==> src/rtl/reg_dump.sv <==
// reg_dump: serialises the eight registers of a register file, one
// UART-style frame per register (start, 8 data bits LSB first, stop).
module reg_dump #(
  parameter int CLKS_PER_BIT = 16
) (
  input  logic       clka,
  input  logic       reset_in,
  input  logic       start_in,
  input  logic [7:0] rd_data_in,
  output logic [2:0] sr_addr_out,
  output logic       tx_out,
  output logic       busy_out,
  output logic       done_out
);

  localparam int CW =
    (CLKS_PER_BIT > 2) ? $clog2(CLKS_PER_BIT) : 1;
  localparam logic [CW-1:0] CNT_MAX =
    CW'(CLKS_PER_BIT - 1);

  typedef enum logic [2:0] {
    IDLE,
    LOAD,
    START,
    DATA,
    STOP,
    DONE
  } state_t;

  state_t        state;
  state_t        state_n;
  logic [CW-1:0] cnt;
  logic [CW-1:0] cnt_n;
  logic [2:0]    idx;
  logic [2:0]    idx_n;
  logic [7:0]    shreg;
  logic [7:0]    shreg_n;
  logic [2:0]    addr;
  logic [2:0]    addr_n;
  logic          tx;
  logic          tx_n;
  logic          bit_end;

  assign bit_end = (cnt == CNT_MAX);

  // State, counters, shift register and the tx flop.
  always_ff @(posedge clka or posedge reset_in) begin
    if (reset_in) begin
      state <= IDLE;
      cnt   <= '0;
      idx   <= '0;
      shreg <= '0;
      addr  <= '0;
      tx    <= 1'b1;
    end else begin
      state <= state_n;
      cnt   <= cnt_n;
      idx   <= idx_n;
      shreg <= shreg_n;
      addr  <= addr_n;
      tx    <= tx_n;
    end
  end

  // Next-state logic; tx_n is the line level of the coming cycle,
  // so it only moves when a bit period or a state ends.
  always_comb begin
    state_n = state;
    cnt_n   = cnt;
    idx_n   = idx;
    shreg_n = shreg;
    addr_n  = addr;
    tx_n    = tx;
    unique case (state)
      IDLE: begin
        cnt_n = '0;
        idx_n = '0;
        tx_n  = 1'b1;
        if (start_in) begin
          state_n = LOAD;
          addr_n  = '0;
        end
      end
      LOAD: begin
        shreg_n = rd_data_in;
        state_n = START;
        cnt_n   = '0;
        tx_n    = 1'b0;
      end
      START: begin
        if (bit_end) begin
          state_n = DATA;
          cnt_n   = '0;
          idx_n   = '0;
          tx_n    = shreg[0];
        end else begin
          cnt_n = cnt + 1'b1;
        end
      end
      DATA: begin
        if (bit_end) begin
          cnt_n   = '0;
          shreg_n = {1'b0, shreg[7:1]};
          if (idx == 3'd7) begin
            state_n = STOP;
            tx_n    = 1'b1;
          end else begin
            idx_n = idx + 1'b1;
            tx_n  = shreg[1];
          end
        end else begin
          cnt_n = cnt + 1'b1;
        end
      end
      STOP: begin
        tx_n = 1'b1;
        if (bit_end) begin
          cnt_n = '0;
          if (addr == 3'd7) begin
            state_n = DONE;
          end else begin
            addr_n  = addr + 1'b1;
            state_n = LOAD;
          end
        end else begin
          cnt_n = cnt + 1'b1;
        end
      end
      DONE: begin
        state_n = IDLE;
        addr_n  = '0;
        cnt_n   = '0;
        tx_n    = 1'b1;
      end
      default: begin
        state_n = IDLE;
      end
    endcase
  end

  assign sr_addr_out = addr;
  assign tx_out      = tx;
  assign busy_out    = (state == LOAD) || (state == START) ||
                       (state == DATA) || (state == STOP);
  assign done_out    = (state == DONE);

endmodule

==> config.mk <==
export PLATFORM = sky130hd
export DESIGN_NAME = reg_dump
export DESIGN_NICKNAME = d
export VERILOG_FILES = /design/src/rtl/reg_dump.sv
export SDC_FILE = /design/constraint.sdc
export NUM_CORES = 1
export LEC_CHECK = 0
export ABC_CLOCK_PERIOD_IN_PS = 1600
export CORE_MARGIN = 4
export CORE_UTILIZATION = 50
export CTS_BUF_LIST = sky130_fd_sc_hd__clkbuf_2 sky130_fd_sc_hd__clkbuf_4 sky130_fd_sc_hd__clkbuf_8
export DETAILED_ROUTE_END_ITERATION = 10
export GPL_TIMING_DRIVEN = 0
export PLACE_DENSITY_LB_ADDON = 0.2
export SYNTH_ARGS = -nofsm -noshare
export SYNTH_HDL_FRONTEND = slang
export SYNTH_SLANG_ARGS = --single-unit
==> constraint.sdc <==
create_clock -name clka -period 1.6 [get_ports clka]
set_input_delay 0.24 -clock clka [delete_from_list [all_inputs] [get_ports clka]]
set_output_delay 0.24 -clock clka [all_outputs]
set_load 0.02 [all_outputs]
==> metrics.md, run 1 <==
| Metric | Value |
|---|---|
| Met2 Use GR | `25.29%` |
| Flop2flop setup slack | `70 ps` |
| Chip width | `57.22 µm` |
| Number of library cell types mapped by synthesis | `37` |
| Worst flop-to-flop path startpoint | `idx[0]` |
| Highest Clock Rate | `645.9 MHz` |
| Ports | `17` |
| Die area | `3274 µm²` |
| GR Util met1 | `21.28%` |
| Final hold vios | `0` |
| CORE AREA | `2255 µm²` |
| Vias in the first global route | `934` |
| CP max FO | `8` |
| 1st-pass router iterations | `4` |
| Critical-path cell list | `buf_6 -> nor2_4 -> xnor2_2 -> buf_4` |
| Worst r2r path cells | `5` |
| Crit path capture type | `output port` |
| LEAKAGE | `0.0007026 µW` |
| Pwr dens | `679.9 nW/µm²` |
| Final Max Slew Viols | `0` |
| Max Buffers Root-to-Sink | `2` |
| Vias | `990` |
| Final clock skew | `14.70 ps` |
| Maximum vdd drop | `0.5440 mV` |
| First-pass GRT wire length | `4160 µm` |
| Synthesized instance count | `118` |
| CTS tree | `yes` |
| Initial antenna violation count | `0` |
| Fillers | `185` |
| Num CTS Buffers | `3` |
| H-tree depth | `1` |
| Most common cell after layout, fill and taps aside | `dfrtp_1` |
| Endpoints failing setup | `0` |
| Max Cap Viol | `0` |
| Flops & latches, synth | `22` |
| CTS Sinks | `22` |
| Gr busiest metal | `met2` |
| PortBufs | `16` |
| Least-Margin Pin Slew | `836.0 ps` |
| Final critical-path share of the clock period | `96.76%` |
| Syn Nets | `134` |
| Hold Path Class | `input pin to async pin` |
| Count of standard-cell rows | `17` |
| Slew Limit Headroom | `44.21%` |
| Die Y | `57.22 µm` |
| Final Net Count | `160` |
| Initial Util | `53.72%` |
| CP Class | `flip-flop to output port` |
| Seq/Total Area, Yosys | `45.56%` |
| Arrival time at the worst endpoint | `1310 ps` |
| Final core occ | `68.87%` |
| Seq. cell area | `554.3 µm²` |
| Crit path from | `state[1]` |
| Post-synthesis instance area | `1211 µm²` |
| HPWL Detailed | `1748 µm` |
| DRC Markers | `0` |
| Max incr delay on CP | `410 ps` |
| Crit path max-delay cell type | `dfrtp_1` |
| Clk slew on worst S/H paths | `130 ps` |
| Antenna fix cells | `0` |
| DR WL/cell | `14.42 µm` |
| Via-to-Cell Ratio | `5.789` |
| Initial DRC count | `16` |
| Synthesis Warnings | `0` |
| Status | `finished, final reports clean` |
| Final wirelength | `2466 µm` |
| Area Overhead vs Synth | `28.20%` |
| Multi-input gate area | `653.1 µm²` |
| Tmin final | `1548 ps` |
| Required time of the critical path | `1360 ps` |
| Layout cells sized above 1 | `23.08%` |
| Worst skew pair latency | `320 ps` |
| Total track usage | `16.05%` |
| Crit path launch type | `flip-flop` |
| Largest net degree at the start of global routing | `23` |
| Met3 global-route usage | `2.715%` |
| Commonest non-fill, non-tap cells in the layout | `dfrtp_1, nand2_1, nor2_1, clkdlybuf4s50_1, o21ai_0` |
| Reg-to-reg endpoint | `idx[0]` |
| DRT antenna net count | `0` |
| GRT Residual Overflow | `0` |
| Post-Syn Area per Cell | `10.26 µm²` |
| RSZ-0062 raised after global routing | `true` |
| Root Buffer | `clkbuf_4` |
| Routability cong. | `0.8090` |
| Power, Total | `1056 µW` |
==> synth_stat cells, drive strengths merged <==
| cell | count | share of area [%] |
|---|---|---|
| a21oi | 7 | 2.9 |
| and2b | 1 | 0.62 |
| buf | 4 | 2.4 |
| o31ai | 2 | 1.2 |
| a22oi | 1 | 0.62 |
| nand3 | 6 | 3.5 |
| nand2b | 2 | 1.0 |
| clkbuf | 1 | 0.31 |
| a211oi | 1 | 0.62 |
| a21boi | 2 | 2.2 |
| o22ai | 1 | 0.52 |
| a32oi | 2 | 1.4 |
| ha | 5 | 5.2 |
| a31oi | 1 | 0.52 |
| o21ai | 8 | 3.3 |
| dfstp | 1 | 2.2 |
| and3 | 1 | 0.52 |
| mux2 | 1 | 0.93 |
| dfrtp | 21 | 43 |
| inv | 4 | 1.2 |
| a32o | 3 | 2.5 |
| a21o | 1 | 0.62 |
| nand2 | 11 | 3.6 |
| nor3 | 6 | 2.9 |
| a311oi | 1 | 1.2 |
| nor2 | 11 | 3.4 |
| nor4 | 1 | 1.8 |
| a22o | 4 | 2.9 |
| mux2i | 7 | 5.8 |
| xnor2 | 1 | 0.72 |
==> worst max path at each step <==
| stage | end | slack, ps | cells after the start |
|---|---|---|---|
| global placement | busy_out | -270 | 4 |
| finish | busy_out | 50 | 4 |
| global route | busy_out | -20 | 4 |
| CTS | busy_out | 0.4 | 4 |
| detailed placement | busy_out | -290 | 4 |
| floorplan | sr_addr_out[0] | 50 | 5 |
==> worst max-delay path: cells and delay by family (launching register included) <==
kind / cells / cell delay [ps]
AND/OR/NAND/NOR: 1 / 150
flip-flops: 1 / 410
XOR/XNOR: 1 / 120
buffers and inverters: 2 / 310
==> stage by stage <==
step	setup TNS, ps	hold slack, ps	area (µm²)	std cells	setup WS [ps]
2_1_floorplan	0	228.4	1217	118	49.37
6_report	0	366.5	1553	171	51.78
4_1_cts	0	393.2	1490	169	0.3857
3_3_place_gp	-583.2	489.6	1413	162	-268.6
5_1_grt	-20.91	447.4	1553	171	-20.91
3_5_place_dp	-878.5	493.0	1413	162	-285.6
==> power by group <==
group	switching [µW]	leakage, µW	internal, µW
registers	5.23	0.000272	566
logic	23.3	0.000403	30.5
clock network	177	0.0000279	254
total	206	0.000703	850
==> kinds of logic after synthesis <==
group | synth area share [%]
AND/OR/NAND/NOR | 17.36
XOR/XNOR | 0.7233
multiplexers | 6.715
flip-flops | 45.56
buffers and inverters | 3.925
adder cells (fa/ha/maj) | 5.165
AO/OA/AOI/OAI | 20.56
==> metal layers <==
metal,wire length [µm],up-vias
li1,-,487
met1,1146,475
met2,1160,22
met3,103,6
met4,55,0
met5,0,-
==> final cells by class <==
| class | instances | area share (%) |
|---|---|---|
| Buffer | 5 | 2.820 |
| Clock buffer | 3 | 1.450 |
| Clock inverter | 1 | 1.934 |
| Inverter | 4 | 0.9670 |
| Multi-Input combinational cell | 87 | 42.06 |
| Sequential cell | 22 | 35.70 |
| Tap cell | 28 | 2.256 |
| Timing Repair Buffer | 21 | 12.81 |
==> state kept, by name (all words and copies together) (netlist names) <==
signal and cells:
idx 3, tx_out 1, sr_addr_out 3, cnt 4, state 3, shreg 8
==> timing repair <==
| item | CTS | global route |
|---|---|---|
| endpoints found under the setup margin | 11 | 8 |
| pin swaps | 3 | 2 |
| buffers inserted | 3 | 2 |
| hold buffers | 0 | 0 |
| gates resized for setup | 18 | 13 |
Power figures use the tool's default switching activity.
==> run 2, diff against run 1 <==
--- a/config.mk
+++ b/config.mk
@@ -11,7 +11,9 @@
 export CTS_BUF_LIST = sky130_fd_sc_hd__clkbuf_2 sky130_fd_sc_hd__clkbuf_4 sky130_fd_sc_hd__clkbuf_8
 export DETAILED_ROUTE_END_ITERATION = 10
 export GPL_TIMING_DRIVEN = 0
+export MAX_ROUTING_LAYER = met4
 export PLACE_DENSITY_LB_ADDON = 0.2
+export REMOVE_ABC_BUFFERS = 1
 export SYNTH_ARGS = -nofsm -noshare
 export SYNTH_HDL_FRONTEND = slang
 export SYNTH_SLANG_ARGS = --single-unit
==> run 2 against run 1 <==
  * Via count grew 1.1%
  * Combinational power is essentially flat
  * Fmax grew 0.82%
  * Sequential share of layout area grew 0.36 points
  * Worst setup slack gained 13 ps
  * Hold slack gained 27 ps
  * Critical path type unchanged
==> metrics.md, run 2 (synthesized netlist as in run 1, its figures left out) <==
| Metric | Value |
|---|---|
| Vias in the first global route | `949 (was 934)` |
| Count of standard-cell rows | `17 (unchanged)` |
| Crit path max-delay cell type | `clkdlybuf4s50_1 (was dfrtp_1)` |
| Least-Margin Pin Slew | `853.5 ps (was 836.0 ps)` |
| Flop pwr share | `63.3% (was 54.1%)` |
| Tmin final | `1536 ps (was 1548 ps)` |
| 1st-pass router iterations | `4 (unchanged)` |
| LEAKAGE | `0.0006821 µW (was 0.0007026 µW)` |
| Antenna fix cells | `0 (unchanged)` |
| CP Class | `flip-flop to output port (unchanged)` |
| Total track usage | `16.42% (was 16.05%)` |
| Largest net degree at the start of global routing | `23 (unchanged)` |
| Routability cong. | `0.8367 (was 0.8090)` |
| Final Max Slew Viols | `0 (unchanged)` |
| CTS tree | `yes (unchanged)` |
| Most common cell after layout, fill and taps aside | `dfrtp_1 (unchanged)` |
| Initial Util | `53.72% (unchanged)` |
| Die Y | `57.22 µm (unchanged)` |
| Final Net Count | `162 (was 160)` |
| Ports | `17 (unchanged)` |
| Flop2flop setup slack | `80 ps (was 70 ps)` |
| HPWL Detailed | `1712 µm (was 1748 µm)` |
| Cell Int Power | `710.4 µW (was 850.0 µW)` |
| Final critical-path share of the clock period | `95.97% (was 96.76%)` |
| Reg-to-reg endpoint | `shreg[0] (was idx[0])` |
| Initial DRC count | `14 (was 16)` |
| Dpl cells | `157 (was 162)` |
| Crit-path leading delay family | `buffers and inverters (was flip-flops)` |
| Worst skew pair latency | `310 ps (was 320 ps)` |
| Vias | `1001 (was 990)` |
| Commonest non-fill, non-tap cells in the layout | `dfrtp_1, clkdlybuf4s50_1, buf_4 (was dfrtp_1, nand2_1, nor2_1, clkdlybuf4s50_1, o21ai_0)` |
| Clk slew on worst S/H paths | `130 ps (about the same)` |
| Max incr delay on CP | `610 ps (was 410 ps)` |
| Crit path launch type | `flip-flop (unchanged)` |
| Final wirelength | `2583 µm (was 2466 µm)` |
| Arrival time at the worst endpoint | `1300 ps (was 1310 ps)` |
| Layout cells sized above 1 | `24.83% (was 23.08%)` |
| Fillers | `185 (unchanged)` |
| Maximum vdd drop | `0.5483 mV (was 0.5440 mV)` |
| First-pass GRT wire length | `4167 µm (was 4160 µm)` |
| Chip width | `57.22 µm (unchanged)` |
| Initial antenna violation count | `0 (unchanged)` |
| Setup TNS | `0 ps (unchanged)` |
| CP max FO | `3 (was 8)` |
| Final clock skew | `11.60 ps (was 14.70 ps)` |
| CTS Sinks | `22 (unchanged)` |
| H-tree depth | `1 (unchanged)` |
| Required time of the critical path | `1360 ps (about the same)` |
| Top flop regs | `shreg (8), cnt (4) (unchanged)` |
| PortBufs | `16 (unchanged)` |
| GRT Residual Overflow | `0 (unchanged)` |
| CORE AREA | `2255 µm² (unchanged)` |
| Highest Clock Rate | `651.2 MHz (was 645.9 MHz)` |
| Critical-path cell list | `clkdlybuf4s50_1 (was buf_6 -> nor2_4 -> xnor2_2 -> buf_4)` |
| Via-to-Cell Ratio | `5.786 (was 5.789)` |
| Max Buffers Root-to-Sink | `2 (unchanged)` |
| Clock share of power | `30.7% (was 40.8%)` |
| Max FFs per register | `8 (unchanged)` |
| Max Cap Viol | `0 (unchanged)` |
| Endpoints failing setup | `0 (unchanged)` |
| Bufs and invs on worst path | `1 (was 2)` |
| Net Sw Frac | `21.27% (was 19.48%)` |
| Power, Total | `902.4 µW (was 1056 µW)` |
| Hold Path Class | `input pin to async pin (unchanged)` |
| DRT antenna net count | `0 (unchanged)` |
| Worst r2r path cells | `7 (was 5)` |
| Root Buffer | `clkbuf_4 (unchanged)` |
| DRC Markers | `0 (unchanged)` |
| Combinational fraction of design power | `6.0% (was 5.1%)` |
| Num CTS Buffers | `3 (unchanged)` |
| Crit path capture type | `output port (unchanged)` |
| Die area | `3274 µm² (unchanged)` |
| NetSw | `192.0 µW (was 205.7 µW)` |
| Pwr dens | `584.5 nW/µm² (was 679.9 nW/µm²)` |
| Hold_buf cts | `0 (unchanged)` |
| Area Overhead vs Synth | `27.48% (was 28.20%)` |
| Largest reg by FF count | `shreg (unchanged)` |
| Slew Limit Headroom | `43.04% (was 44.21%)` |
| Worst flop-to-flop path startpoint | `state[0] (was idx[0])` |
| DR WL/cell | `14.93 µm (was 14.42 µm)` |
| Status | `finished, final reports clean (unchanged)` |
| Non-filler cells, final | `173 (was 171)` |
| Final hold vios | `0 (unchanged)` |
| Final core occ | `68.48% (was 68.87%)` |
run 2: area by class of cell:
cell class / count / area [µm²] / area share (%)
Sequential cell: 22 / 556.8 / 36.06
Tap cell: 28 / 35.03 / 2.269
Inverter: 4 / 15.01 / 0.9724
Timing Repair Buffer: 27 / 255.2 / 16.53
Clock buffer: 4 / 30.03 / 1.945
Multi-Input combinational cell: 88 / 651.9 / 42.22
run 2: metal layers:
metal | up-vias | part of all wire, % | track usage (%) | wire (µm)
li1 | 486 | - | - | -
met1 | 482 | 43 | 19.37 | 1116
met2 | 29 | 50 | 27.41 | 1292
met3 | 4 | 5.7 | 2.941 | 148
met4 | 0 | 0.97 | 6.954 | 25
met5 | - | 0 | - | 0
run 2: what timing repair did:
item,in CTS,in global routing
gates resized for setup,20,8
buffers inserted,6,5
pin swaps,1,2
cloned,0,1
setup endpoints to repair,16,16
run 2: power groups by stage:
stage	logic (µW)	clock network, µW	registers (µW)
after floorplan	21.5	0	582
after global placement	54.8	0	581
after detailed placement	56.0	0	582
after CTS	55.2	289	571
after global routing	59.7	312	572
final	54.1	277	571
run 2: worst max path at each step:
stage | startpoint | end | slack (ps) | cells past startpoint
CTS | sr_addr_out[0] | sr_addr_out[0] | 2 | 1
floorplan | state[2] | sr_addr_out[0] | -100 | 4
global placement | state[1] | busy_out | -440 | 3
finish | sr_addr_out[2] | sr_addr_out[2] | 60 | 1
detailed placement | state[1] | busy_out | -410 | 3
global route | state[0] | shreg[3] | -4 | 7
run 2: stage by stage:
stage,cell area (µm²),worst slack (ps),hold WS [ps]
final,1544,64.40,393.4
after global routing,1544,-3.757,464.7
after CTS,1463,2.349,405.1
after detailed placement,1374,-412.0,494.6
after global placement,1374,-443.4,493.1
after floorplan,1179,-96.95,228.5
==> run 3, diff against run 2 <==
--- a/config.mk
+++ b/config.mk
@@ -11,6 +11,7 @@
 export CTS_BUF_LIST = sky130_fd_sc_hd__clkbuf_2 sky130_fd_sc_hd__clkbuf_4 sky130_fd_sc_hd__clkbuf_8
 export DETAILED_ROUTE_END_ITERATION = 10
 export GPL_TIMING_DRIVEN = 0
+export HOLD_SLACK_MARGIN = 0.02
 export MAX_ROUTING_LAYER = met4
 export PLACE_DENSITY_LB_ADDON = 0.2
 export REMOVE_ABC_BUFFERS = 1
==> results of run 3 <==
No change in the layout: final DEF, timing and power equal those of run 2.
